File: src/rtl/serial_subtractor.sv
// Bit-serial SIZE-bit subtractor: computes A - B - bin one bit per clock, LSB first,
// with a start/busy/done handshake and registered diff, borrow-out and overflow.
module serial_subtractor #(
    parameter int SIZE = 4
) (
    input  logic            clk,
    input  logic            rst,
    input  logic            start,
    input  logic [SIZE-1:0] A,
    input  logic [SIZE-1:0] B,
    input  logic            bin,
    output logic            busy,
    output logic            done,
    output logic [SIZE-1:0] diff,
    output logic            bout,
    output logic            ovf
);

    localparam int CNT_W = $clog2(SIZE + 1);
    localparam logic [CNT_W-1:0] LAST_BIT = CNT_W'(SIZE - 1);

    typedef enum logic [1:0] {
        IDLE  = 2'd0,
        SHIFT = 2'd1,
        DONE  = 2'd2
    } state_e;

    state_e            state_q, state_d;
    logic [SIZE-1:0]   a_sh_q, a_sh_d;
    logic [SIZE-1:0]   b_sh_q, b_sh_d;
    // Holds the SIZE-1 bits already produced; the final bit joins them on the way to diff.
    logic [SIZE-2:0]   res_sh_q, res_sh_d;
    logic              borrow_q, borrow_d;
    logic [CNT_W-1:0]  cnt_q, cnt_d;
    logic [SIZE-1:0]   diff_q, diff_d;
    logic              bout_q, bout_d;
    logic              ovf_q, ovf_d;

    logic              bit_a, bit_b, bit_d, br_next, last_bit;
    logic [SIZE-1:0]   res_next;

    // Single full-subtractor cell shared across all bit positions.
    assign bit_a    = a_sh_q[0];
    assign bit_b    = b_sh_q[0];
    assign bit_d    = bit_a ^ bit_b ^ borrow_q;
    assign br_next  = (~bit_a & bit_b) | (~bit_a & borrow_q) | (bit_b & borrow_q);
    assign res_next = {bit_d, res_sh_q};
    assign last_bit = (cnt_q == LAST_BIT);

    // ------------------------------------------------------------------
    // State and datapath registers
    // ------------------------------------------------------------------
    // NOTE: non-blocking assignments make every flop sample pre-edge values,
    // so statement order inside this block cannot change behaviour.
    // NOTE: the shift registers are plain flops rather than a memory array,
    // so they are reset along with everything else to keep idle state defined.
    always_ff @(posedge clk) begin
        if (rst) begin
            state_q  <= IDLE;
            a_sh_q   <= '0;
            b_sh_q   <= '0;
            res_sh_q <= '0;
            borrow_q <= 1'b0;
            cnt_q    <= '0;
            diff_q   <= '0;
            bout_q   <= 1'b0;
            ovf_q    <= 1'b0;
        end else begin
            state_q  <= state_d;
            a_sh_q   <= a_sh_d;
            b_sh_q   <= b_sh_d;
            res_sh_q <= res_sh_d;
            borrow_q <= borrow_d;
            cnt_q    <= cnt_d;
            diff_q   <= diff_d;
            bout_q   <= bout_d;
            ovf_q    <= ovf_d;
        end
    end

    // ------------------------------------------------------------------
    // Next-state logic
    // ------------------------------------------------------------------
    // NOTE: every signal assigned in a comb block gets a default first, so no
    // path through the case statement can leave it unassigned and infer a latch.
    always_comb begin
        state_d = state_q;
        unique case (state_q)
            IDLE, DONE: state_d = start ? SHIFT : IDLE;
            SHIFT:      state_d = last_bit ? DONE : SHIFT;
            default:    state_d = IDLE;
        endcase
    end

    // ------------------------------------------------------------------
    // Datapath next values
    // ------------------------------------------------------------------
    always_comb begin
        a_sh_d   = a_sh_q;
        b_sh_d   = b_sh_q;
        res_sh_d = res_sh_q;
        borrow_d = borrow_q;
        cnt_d    = cnt_q;
        diff_d   = diff_q;
        bout_d   = bout_q;
        ovf_d    = ovf_q;
        unique case (state_q)
            IDLE, DONE: begin
                if (start) begin
                    a_sh_d   = A;
                    b_sh_d   = B;
                    borrow_d = bin;
                    cnt_d    = '0;
                end
            end
            SHIFT: begin
                a_sh_d   = a_sh_q >> 1;
                b_sh_d   = b_sh_q >> 1;
                res_sh_d = res_next[SIZE-1:1];
                borrow_d = br_next;
                cnt_d    = cnt_q + CNT_W'(1);
                if (last_bit) begin
                    // On the last bit the shifted operands expose their MSBs at bit 0.
                    diff_d = res_next;
                    bout_d = br_next;
                    ovf_d  = (bit_a != bit_b) && (bit_d != bit_a);
                end
            end
            default: ;
        endcase
    end

    // ------------------------------------------------------------------
    // Outputs
    // ------------------------------------------------------------------
    always_comb begin
        busy = (state_q == SHIFT);
        done = (state_q == DONE);
    end

    assign diff = diff_q;
    assign bout = bout_q;
    assign ovf  = ovf_q;

endmodule

File: config.mk
export PLATFORM = sky130hd
export DESIGN_NAME = serial_subtractor
export DESIGN_NICKNAME = d
export VERILOG_FILES = /design/src/rtl/serial_subtractor.sv
export SDC_FILE = /design/constraint.sdc
export NUM_CORES = 1
export LEC_CHECK = 0
export CAP_MARGIN = 20
export CORE_MARGIN = 2
export CORE_UTILIZATION = 30
export CTS_BUF_LIST = sky130_fd_sc_hd__clkbuf_16
export CTS_CLUSTER_DIAMETER = 150
export DETAILED_ROUTE_END_ITERATION = 10
export DONT_BUFFER_PORTS = 1
export GPL_TIMING_DRIVEN = 1
export PLACE_DENSITY = 0.45
export RECOVER_POWER = 50
export SYNTH_ARGS = -nofsm -noshare
export SYNTH_HDL_FRONTEND = slang
export SYNTH_SLANG_ARGS = --single-unit
File: constraint.sdc
create_clock -name clk -period 2.42 [get_ports clk]
set_input_delay 0.242 -clock clk [delete_from_list [all_inputs] [get_ports clk]]
set_output_delay 0.242 -clock clk [all_outputs]
set_load 0.05 [all_outputs]
==> flow_summary.yaml, run 1 <==
synthesis:
  seq_area_frac_synth: 0.477
  syn_avg_cell_area_um2: 8.40
  synthDistinctLibCells: 20
  synthesis.instances: 115
  synth_fp_nets: 131
  yosysWarnings: 0
  synth_seq_cells: 23
  netlist_area_um2: 966
finish:
  diodes: 0
  final_util: 0.350
  area_growth_pct: 10.6
  fillers: 343
  layout-drive-gt1-share: 0.0442
  mostFrequentLayoutCells: "nand2_1 (26), dfxtp_1 (23), a21oi_1 (13)"
  multi_input_area_um2: 452
  final_common_cell: "nand2_1"
  seq_area_um2: 460
  nets: 130
  final_cell_area_um2: 1070
grt:
  gr-usage-met1: 0.144
  antenna_found_initial: 0
  grt_usage: 0.120
  grt_pass1_vias: 707
  met2_usage: 0.181
  use_met3: 0.0490
  grt_pass1_wl_um: 3170
  gr-max-usage-layer: "met2"
  grt_max_degree: 24
  grt_overflow: 0
timing:
  setup_viol: 0
  fin_skew_ns: 0.00214
  setup-tns-final_ns: 0
  worst_pin_slew_ns: 0.787
  period_share: 0.679
  setup_slack_ns: 0.778
  slew_viol_final: 0
  finalHoldViolations: 0
  timing.slew.headroom: 0.475
  final.min_clock_period_ns: 1.64
  fmax_mhz: 609
  whs_ns: 0.0502
  rsz0062_at_grt: "no"
worst_setup_path:
  cpPeakStageDelay_ns: 0.53
  rrSetupSlack_ns: 0.78
  crit_path_max_fanout: 3
  crit_required_ns: 2.61
  start_kind: "flip-flop"
  cp.arrival_ns: 1.83
  end_kind: "flip-flop"
  crit_path_cell_trace: "inv_1 > fa_1 > xor2_1 > or3_1 > a21oi_1"
  cp_slowest_cell: "fa_1"
  worstSetupPathType: "reg2reg"
  r2r_cells: 5
floorplan:
  start_util: 0.316
  fp-row-count: 20
  pin_count: 20
  die_y_um: 60.7
  dieArea_um2: 3690
  core_um2: 3050
  die_x_um: 60.7
route:
  ant_nets: 0
  num_vias: 756
  drc: 0
  totalWireLength_um: 1870
  first_iter_violations: 18
  wire_per_inst_um: 11.9
  drtPass1Iterations: 3
  via_per_inst: 4.82
clock_tree:
  clock_path_buffers: 2
  cts_tree: "built"
  cts_buffers: 3
  clk_pin_slew_ns: 0.06
  worstSkewPairLatency_ns: 0.25
  holdBufCountCts: 0
  cts_setup_buffers: 0
  clock_sinks: 23
  htreeDepth: 1
  root_buffer: "clkbuf_16"
  post_cts_resized: 0
place:
  dp_hpwl_um: 1270
  place_area_um2: 993
  place_ws_ns: 0.778
  routabilityCongestion: 0.718
  numPortBuffers: 0
outcome:
  outcome: "finished clean"
worst_hold_path:
  min_path_cells: 1
  hold_class: "in2reg"
power_and_ir_drop:
  peakVddDrop_mv: 0.387
  p_per_area_nw_per_um2: 791
  p_leak_nw: 0.383
job:
  max_cap_violations: 0
==> cell type report <==
| type | instances | area share |
|---|---|---|
| flip-flops and latches | 23 | 0.431 |
| multi-input cells | 81 | 0.423 |
| clock buffers | 3 | 0.0703 |
| well taps | 44 | 0.0515 |
| repair buffers | 2 | 0.0105 |
| inverters | 3 | 0.0105 |
| clock inverters | 1 | 0.00351 |
==> logic make-up (layout without fill, tap and decap cells) <==
kind of cell / count (synthesis) / count (layout) / share of synthesized area
xor+xnor: 1 / 1 / 0.00907
buf+inv: 11 / 9 / 0.0557
fa+ha+maj: 4 / 4 / 0.0596
flops: 23 / 23 / 0.477
simple gates: 53 / 53 / 0.244
compound gates: 23 / 23 / 0.155
==> metrics by stage <==
step	total power, W	cells
after floorplan	0.000493	115
after global placement	0.000502	153
after detailed placement	0.000503	153
after CTS	0.000858	157
after global routing	0.000884	157
final	0.000846	157
==> state kept, by name, indices dropped and copies added, names as in the netlist <==
signal,count
diff,4
a_sh_q,4
b_sh_q,4
cnt_q,3
state_q,2
bout,1
ovf,1
borrow_q,1
res_sh_q,3
==> path summary, 6_finish.rpt <==
check / startpoint / end
hold reg to reg: res_sh_q[0]$_SDFFE_PP0N_ / res_sh_q[0]$_SDFFE_PP0N_
hold / removal: rst / diff[0]$_SDFFE_PP0P_
setup / recovery: a_sh_q[0]$_SDFFE_PP0P_ / ovf$_SDFFE_PP0P_
setup reg to reg: a_sh_q[0]$_SDFFE_PP0P_ / ovf$_SDFFE_PP0P_
==> routing by layer <==
metal | vias to the layer above | wire length (um)
met3 | 4 | 123
met4 | 0 | 45
met5 | - | 0
li1 | 384 | -
met2 | 17 | 805
met1 | 351 | 890
==> cell usage after synthesis (all sizes together) <==
library cell	number	area share
a21oi	13	0.067
fa	1	0.021
nand2b	4	0.026
ha	3	0.039
a311oi	8	0.073
xor2	1	0.0091
inv	3	0.012
a211oi	1	0.0078
clkbuf	2	0.0078
nor2b	2	0.013
nand2	26	0.10
nor2	10	0.039
o21a	1	0.0078
dfxtp	23	0.48
or3	1	0.0065
nand3b	1	0.012
buf	6	0.036
nand3	9	0.047
==> power by group <==
group | switching [W] | total [W] | leakage, nW | internal [W]
Combinational | 0.0000510 | 0.0000808 | 0.153 | 0.0000298
Sequential | 0.0000139 | 0.000412 | 0.188 | 0.000399
Clock | 0.000132 | 0.000353 | 0.0423 | 0.000220
Total | 0.000197 | 0.000846 | 0.383 | 0.000649
==> critical path: cells and delay by family, from the launching register on <==
family          cells  cell delay, ns
fa+ha+maj           1            0.53
flops               1            0.36
simple gates        1            0.31
xor+xnor            1            0.16
compound gates      1            0.13
buf+inv             1            0.09
Power figures use the tool's default switching activity.
==> run 2, diff against run 1 <==
- ABC_AREA: not set -> 1
- PLACE_DENSITY: 0.45 -> 0.46
- clock period: 2.42 -> 1.3 ns (I/O delays scaled with it)
==> flow_summary.yaml, run 2 <==
outcome:
  outcome: "finished, violations left"
  violations: "negative setup slack"
floorplan:
  fp-row-count: 22
  dieArea_um2: 4370
  pin_count: 20
  die_x_um: 66.1
  core_um2: 3690
  die_y_um: 66.1
  start_util: 0.313
route:
  drtPass1Iterations: 4
  dr.max_layer_used: "met4"
  wl_met1_um: 1060
  ant_nets: 0
  num_vias: 966
  drc: 0
  wl_met3_um: 57
  first_iter_violations: 38
  wl_met2_um: 1180
  totalWireLength_um: 2320
  wire_per_inst_um: 10.9
  via_per_inst: 4.54
clock_tree:
  cts_tree: "built"
  cts_buffers: 3
  root_buffer: "clkbuf_16"
  clk_pin_slew_ns: 0.06
  clock_sinks: 23
  worstSkewPairLatency_ns: 0.25
  clock_path_buffers: 2
  htreeDepth: 1
timing:
  setup_viol: 2
  rsz0062_at_grt: "yes"
  whs_ns: 0.0122
  fin_skew_ns: 0.00364
  slew_viol_final: 0
  setup_slack_ns: -0.0119
  finalHoldViolations: 0
  worst_pin_slew_ns: 0.502
  period_share: 1.01
  setup-tns-final_ns: -0.0217
  timing.slew.headroom: 0.664
  final.min_clock_period_ns: 1.31
  fmax_mhz: 762
synthesis:
  netlist_area_um2: 1160
  synth_fp_nets: 169
  synthDistinctLibCells: 21
  synth_edf_count: 0
  yosysWarnings: 0
  yosys.area.top_type_share: 0.398
  synth_commonest_cells: "nand2_1 (35), dfxtp_1 (23), inv_1 (22)"
  yosysTopAreaCell: "dfxtp_1"
  async_flop_share: 0
  seq_area_frac_synth: 0.398
  syn_avg_cell_area_um2: 7.56
  synth_seq_cells: 23
  yosysMostFrequentCell: "nand2_1"
  synth_area_leaders: "dfxtp_1 (40%), nand2_1 (11%), inv_1 (7.1%)"
  synthesis.instances: 153
  ys.flop_type: "dfxtp_1"
power_and_ir_drop:
  seqPwrFrac: 0.452
  pwr-share-comb: 0.163
  clock_power_share: 0.385
  p_int_w: 0.00128
  power_switching_w: 0.000447
  p_leak_nw: 0.614
  p_sw_frac: 0.259
  peakVddDrop_mv: 0.435
  p_per_area_nw_per_um2: 1270
finish:
  multi_input_area_um2: 538
  layout-drive-gt1-share: 0.236
  mostFrequentLayoutCells: "nand2_1 (35), inv_1 (21), dfxtp_1 (18)"
  area_growth_pct: 17.1
  final_common_cell: "nand2_1"
  final_cell_area_um2: 1350
  seq_area_um2: 467
  fillers: 417
  diodes: 0
  nets: 182
grt:
  antenna_found_initial: 0
  grt_max_degree: 22
  grt_usage: 0.120
  grt_pass1_vias: 905
  grt_overflow: 0
  grt_pass1_wl_um: 3980
worst_setup_path:
  start_kind: "flip-flop"
  crit_required_ns: 1.17
  worstSetupPathType: "reg2out"
  crit_path_max_fanout: 9
  cp.arrival_ns: 1.18
  end_kind: "output pin"
place:
  routabilityCongestion: 0.713
  numPortBuffers: 0
  dp_hpwl_um: 1620
  place_ws_ns: -0.0335
  place_area_um2: 1260
worst_hold_path:
  hold_class: "in2reg"
job:
  max_cap_violations: 0
-- run 2: power groups by stage --
stage / registers [W] / logic [W] / clock network (W)
6_report: 0.000780 / 0.000281 / 0.000665
5_1_grt: 0.000785 / 0.000321 / 0.000710
4_1_cts: 0.000779 / 0.000296 / 0.000690
3_5_place_dp: 0.000792 / 0.000277 / 0
3_3_place_gp: 0.000790 / 0.000273 / 0
2_1_floorplan: 0.000786 / 0.000232 / 0
-- run 2: timing repair --
action	4_1_cts	5_1_grt
cloned	0	0
hold buffers	1	0
endpoints found under the setup margin	2	6
gates resized for setup	4	4
hold endpoints to repair	10	0
buffers inserted	2	1
pin swaps	1	0
-- run 2: layer usage --
| layer | vias up | global-route usage |
|---|---|---|
| met3 | 2 | 0.0273 |
| li1 | 505 | - |
| met5 | - | 0 |
| met2 | 5 | 0.205 |
| met1 | 454 | 0.141 |
| met4 | 0 | 0.0536 |
-- run 2: area by class of cell --
class	count	share of cell area
inverters	25	0.0730
repair buffers	15	0.0813
clock buffers	3	0.0555
multi-input cells	98	0.397
flip-flops and latches	23	0.345
well taps	48	0.0444
clock inverters	1	0.00370
-- run 2: final timing paths --
path                         start                    end  slack [ns]  cells after the start
max reg2reg  borrow_q$_SDFFE_PP0P_       ovf$_SDFFE_PP0P_       -0.01                      7
min reg2reg  cnt_q[0]$_SDFFE_PP0P_  cnt_q[0]$_SDFFE_PP0P_        0.43                      1
min                            rst       ovf$_SDFFE_PP0P_        0.01                      3
max          state_q[0]$_SDFF_PP0_                   done       -0.01                      3
-- run 2: through the flow --
step / power (W) / cells / util
detailed placement: 0.00107 / 205 / 0.342
floorplan: 0.00102 / 153 / -
finish: 0.00173 / 213 / 0.367
global placement: 0.00106 / 205 / 0.342
global route: 0.00182 / 213 / 0.367
CTS: 0.00176 / 212 / 0.371
-- run 2: cells by family (layout without fill, tap and decap cells) --
kind of cell	Yosys count	count (layout)	synth area share
compound gates	17	17	0.0866
fa+ha+maj	4	4	0.0498
buf+inv	32	44	0.139
flops	23	23	0.398
simple gates	77	77	0.327
-- run 2: critical path, stage by stage (launching register included) --
cell and delay (ns):
dfxtp_1 0.41, clkbuf_2 0.26, nor2_1 0.08, buf_4 0.19
==> run 3, diff against run 2 <==
- CORE_UTILIZATION: 30 -> 45
- PLACE_DENSITY: 0.46 -> not set
==> flow_summary.yaml, run 3 (same netlist as run 2, synthesis figures left out) <==
grt:
  antenna_found_initial: 0
  grt_max_degree: 22
  grt_pass1_vias: 883
  grt_overflow: 0
  grt_usage: 0.183
  grt_pass1_wl_um: 3880
finish:
  final_common_cell: "nand2_1"
  stdcell_count: 197
  layout-drive-gt1-share: 0.263
  final_util: 0.556
  mostFrequentLayoutCells: "nand2_1 (35), inv_1 (20), dfxtp_1 (17)"
  area_growth_pct: 18.1
  nets: 184
  diodes: 0
  fillers: 246
floorplan:
  die_x_um: 54.7
  die_y_um: 54.7
  pin_count: 20
  dieArea_um2: 2990
  core_um2: 2450
  start_util: 0.471
  fp-row-count: 18
timing:
  period_share: 1.01
  setup_slack_ns: -0.00914
  finalHoldViolations: 0
  fmax_mhz: 764
  setup_viol: 1
  final.min_clock_period_ns: 1.31
  timing.slew.headroom: 0.691
  rsz0062_at_grt: "yes"
  worst_pin_slew_ns: 0.462
  fin_skew_ns: 0.00193
  slew_viol_final: 0
clock_tree:
  worstSkewPairLatency_ns: 0.25
  cts_buffers: 3
  htreeDepth: 1
  clk_pin_slew_ns: 0.06
  root_buffer: "clkbuf_16"
  cts_tree: "built"
  clock_sinks: 23
  clock_path_buffers: 2
route:
  wire_per_inst_um: 11.6
  first_iter_violations: 22
  ant_nets: 0
  drtPass1Iterations: 4
  num_vias: 963
  via_per_inst: 4.89
  totalWireLength_um: 2290
  drc: 0
power_and_ir_drop:
  p_per_area_nw_per_um2: 1290
  total_power_w: 0.00177
  peakVddDrop_mv: 0.873
  p_leak_nw: 0.626
outcome:
  violations: "negative setup slack"
  outcome: "finished, violations left"
place:
  routabilityCongestion: 0.799
  dp.cells: 187
  numPortBuffers: 0
  dp_hpwl_um: 1520
worst_setup_path:
  setup.worst_path.start: "borrow_q$_SDFFE_PP0P_"
  end_kind: "flip-flop"
  crit_required_ns: 1.50
  crit-reg2reg-launch: "borrow_q$_SDFFE_PP0P_"
  crit_path_max_fanout: 3
  start_kind: "flip-flop"
  cp.arrival_ns: 1.51
  worstSetupPathType: "reg2reg"
worst_hold_path:
  hold_class: "in2reg"
  hp-start: "B[0]"
job:
  max_cap_violations: 0
==> run 3: changes by cell type in the layout (fill, tap and decap cells not counted) <==
| cell | before | now |
|---|---|---|
| buf_12 | 1 | 2 |
| buf_4 | 5 | 8 |
| clkbuf_2 | 7 | 6 |
| clkbuf_4 | 1 | 0 |
| dfxtp_1 | 18 | 17 |
| dfxtp_2 | 5 | 6 |
| ha_1 | 2 | 1 |
| ha_2 | 1 | 2 |
| inv_1 | 21 | 20 |
| inv_2 | 2 | 3 |
==> run 3: power breakdown <==
part | internal [W] | switching (W) | total [W]
Clock | 0.000413 | 0.000250 | 0.000664
Combinational | 0.000141 | 0.000180 | 0.000321
Sequential | 0.000754 | 0.0000289 | 0.000783
Total | 0.00131 | 0.000459 | 0.00177
==> run 3: critical path: stages (launching register included) <==
cell and delay (ns):
dfxtp_2 0.33, fa_1 0.60, inv_2 0.05, nand2_1 0.06
nand3b_1 0.08, nand2_1 0.06, nand2_1 0.05, inv_1 0.04
==> run 3: routing by layer <==
layer	up-vias	global-route usage	share of wire
li1	509	-	-
met1	433	0.220	0.47
met2	15	0.310	0.47
met3	6	0.0410	0.033
met4	0	0.0750	0.026
met5	-	0	0
==> run 3: cell type report <==
type,instances,area (um^2),area share
multi-input cells,98,541,0.396
flip-flops and latches,23,468,0.343
inverters,25,98.8,0.0724
repair buffers,17,140,0.103
clock buffers,3,75.1,0.0550
well taps,30,37.5,0.0275
clock inverters,1,5.00,0.00367
==> run 3: timing repair <==
| item | 4_1_cts | 5_1_grt |
|---|---|---|
| endpoints found under the hold margin | 10 | 0 |
| endpoints found under the setup margin | 2 | 9 |
| hold buffers | 1 | 0 |
| pin swaps | 2 | 3 |
| setup buffers | 4 | 1 |
| resized for setup | 2 | 9 |
==> run 3: path summary, 6_finish.rpt <==
check | to | slack, ns | cells after the start
hold reg to reg | cnt_q[0]$_SDFFE_PP0P_ | 0.43 | 1
setup reg to reg | ovf$_SDFFE_PP0P_ | -0.009 | 7
hold / removal | b_sh_q[0]$_SDFFE_PP0P_ | 0.02 | 2
setup / recovery | ovf$_SDFFE_PP0P_ | -0.009 | 7
==> run 3: through the flow <==
step	setup TNS, ns	hold slack (ns)	cell area, um^2	setup WS [ns]
after floorplan	0	0.268	1160	0.0270
after global placement	0	0.196	1240	0.0304
after detailed placement	-0.0655	0.197	1240	-0.0655
after CTS	-0.0754	0.0134	1360	-0.0754
after global routing	-0.130	0.0323	1370	-0.0825
final	-0.00914	0.0150	1370	-0.00914
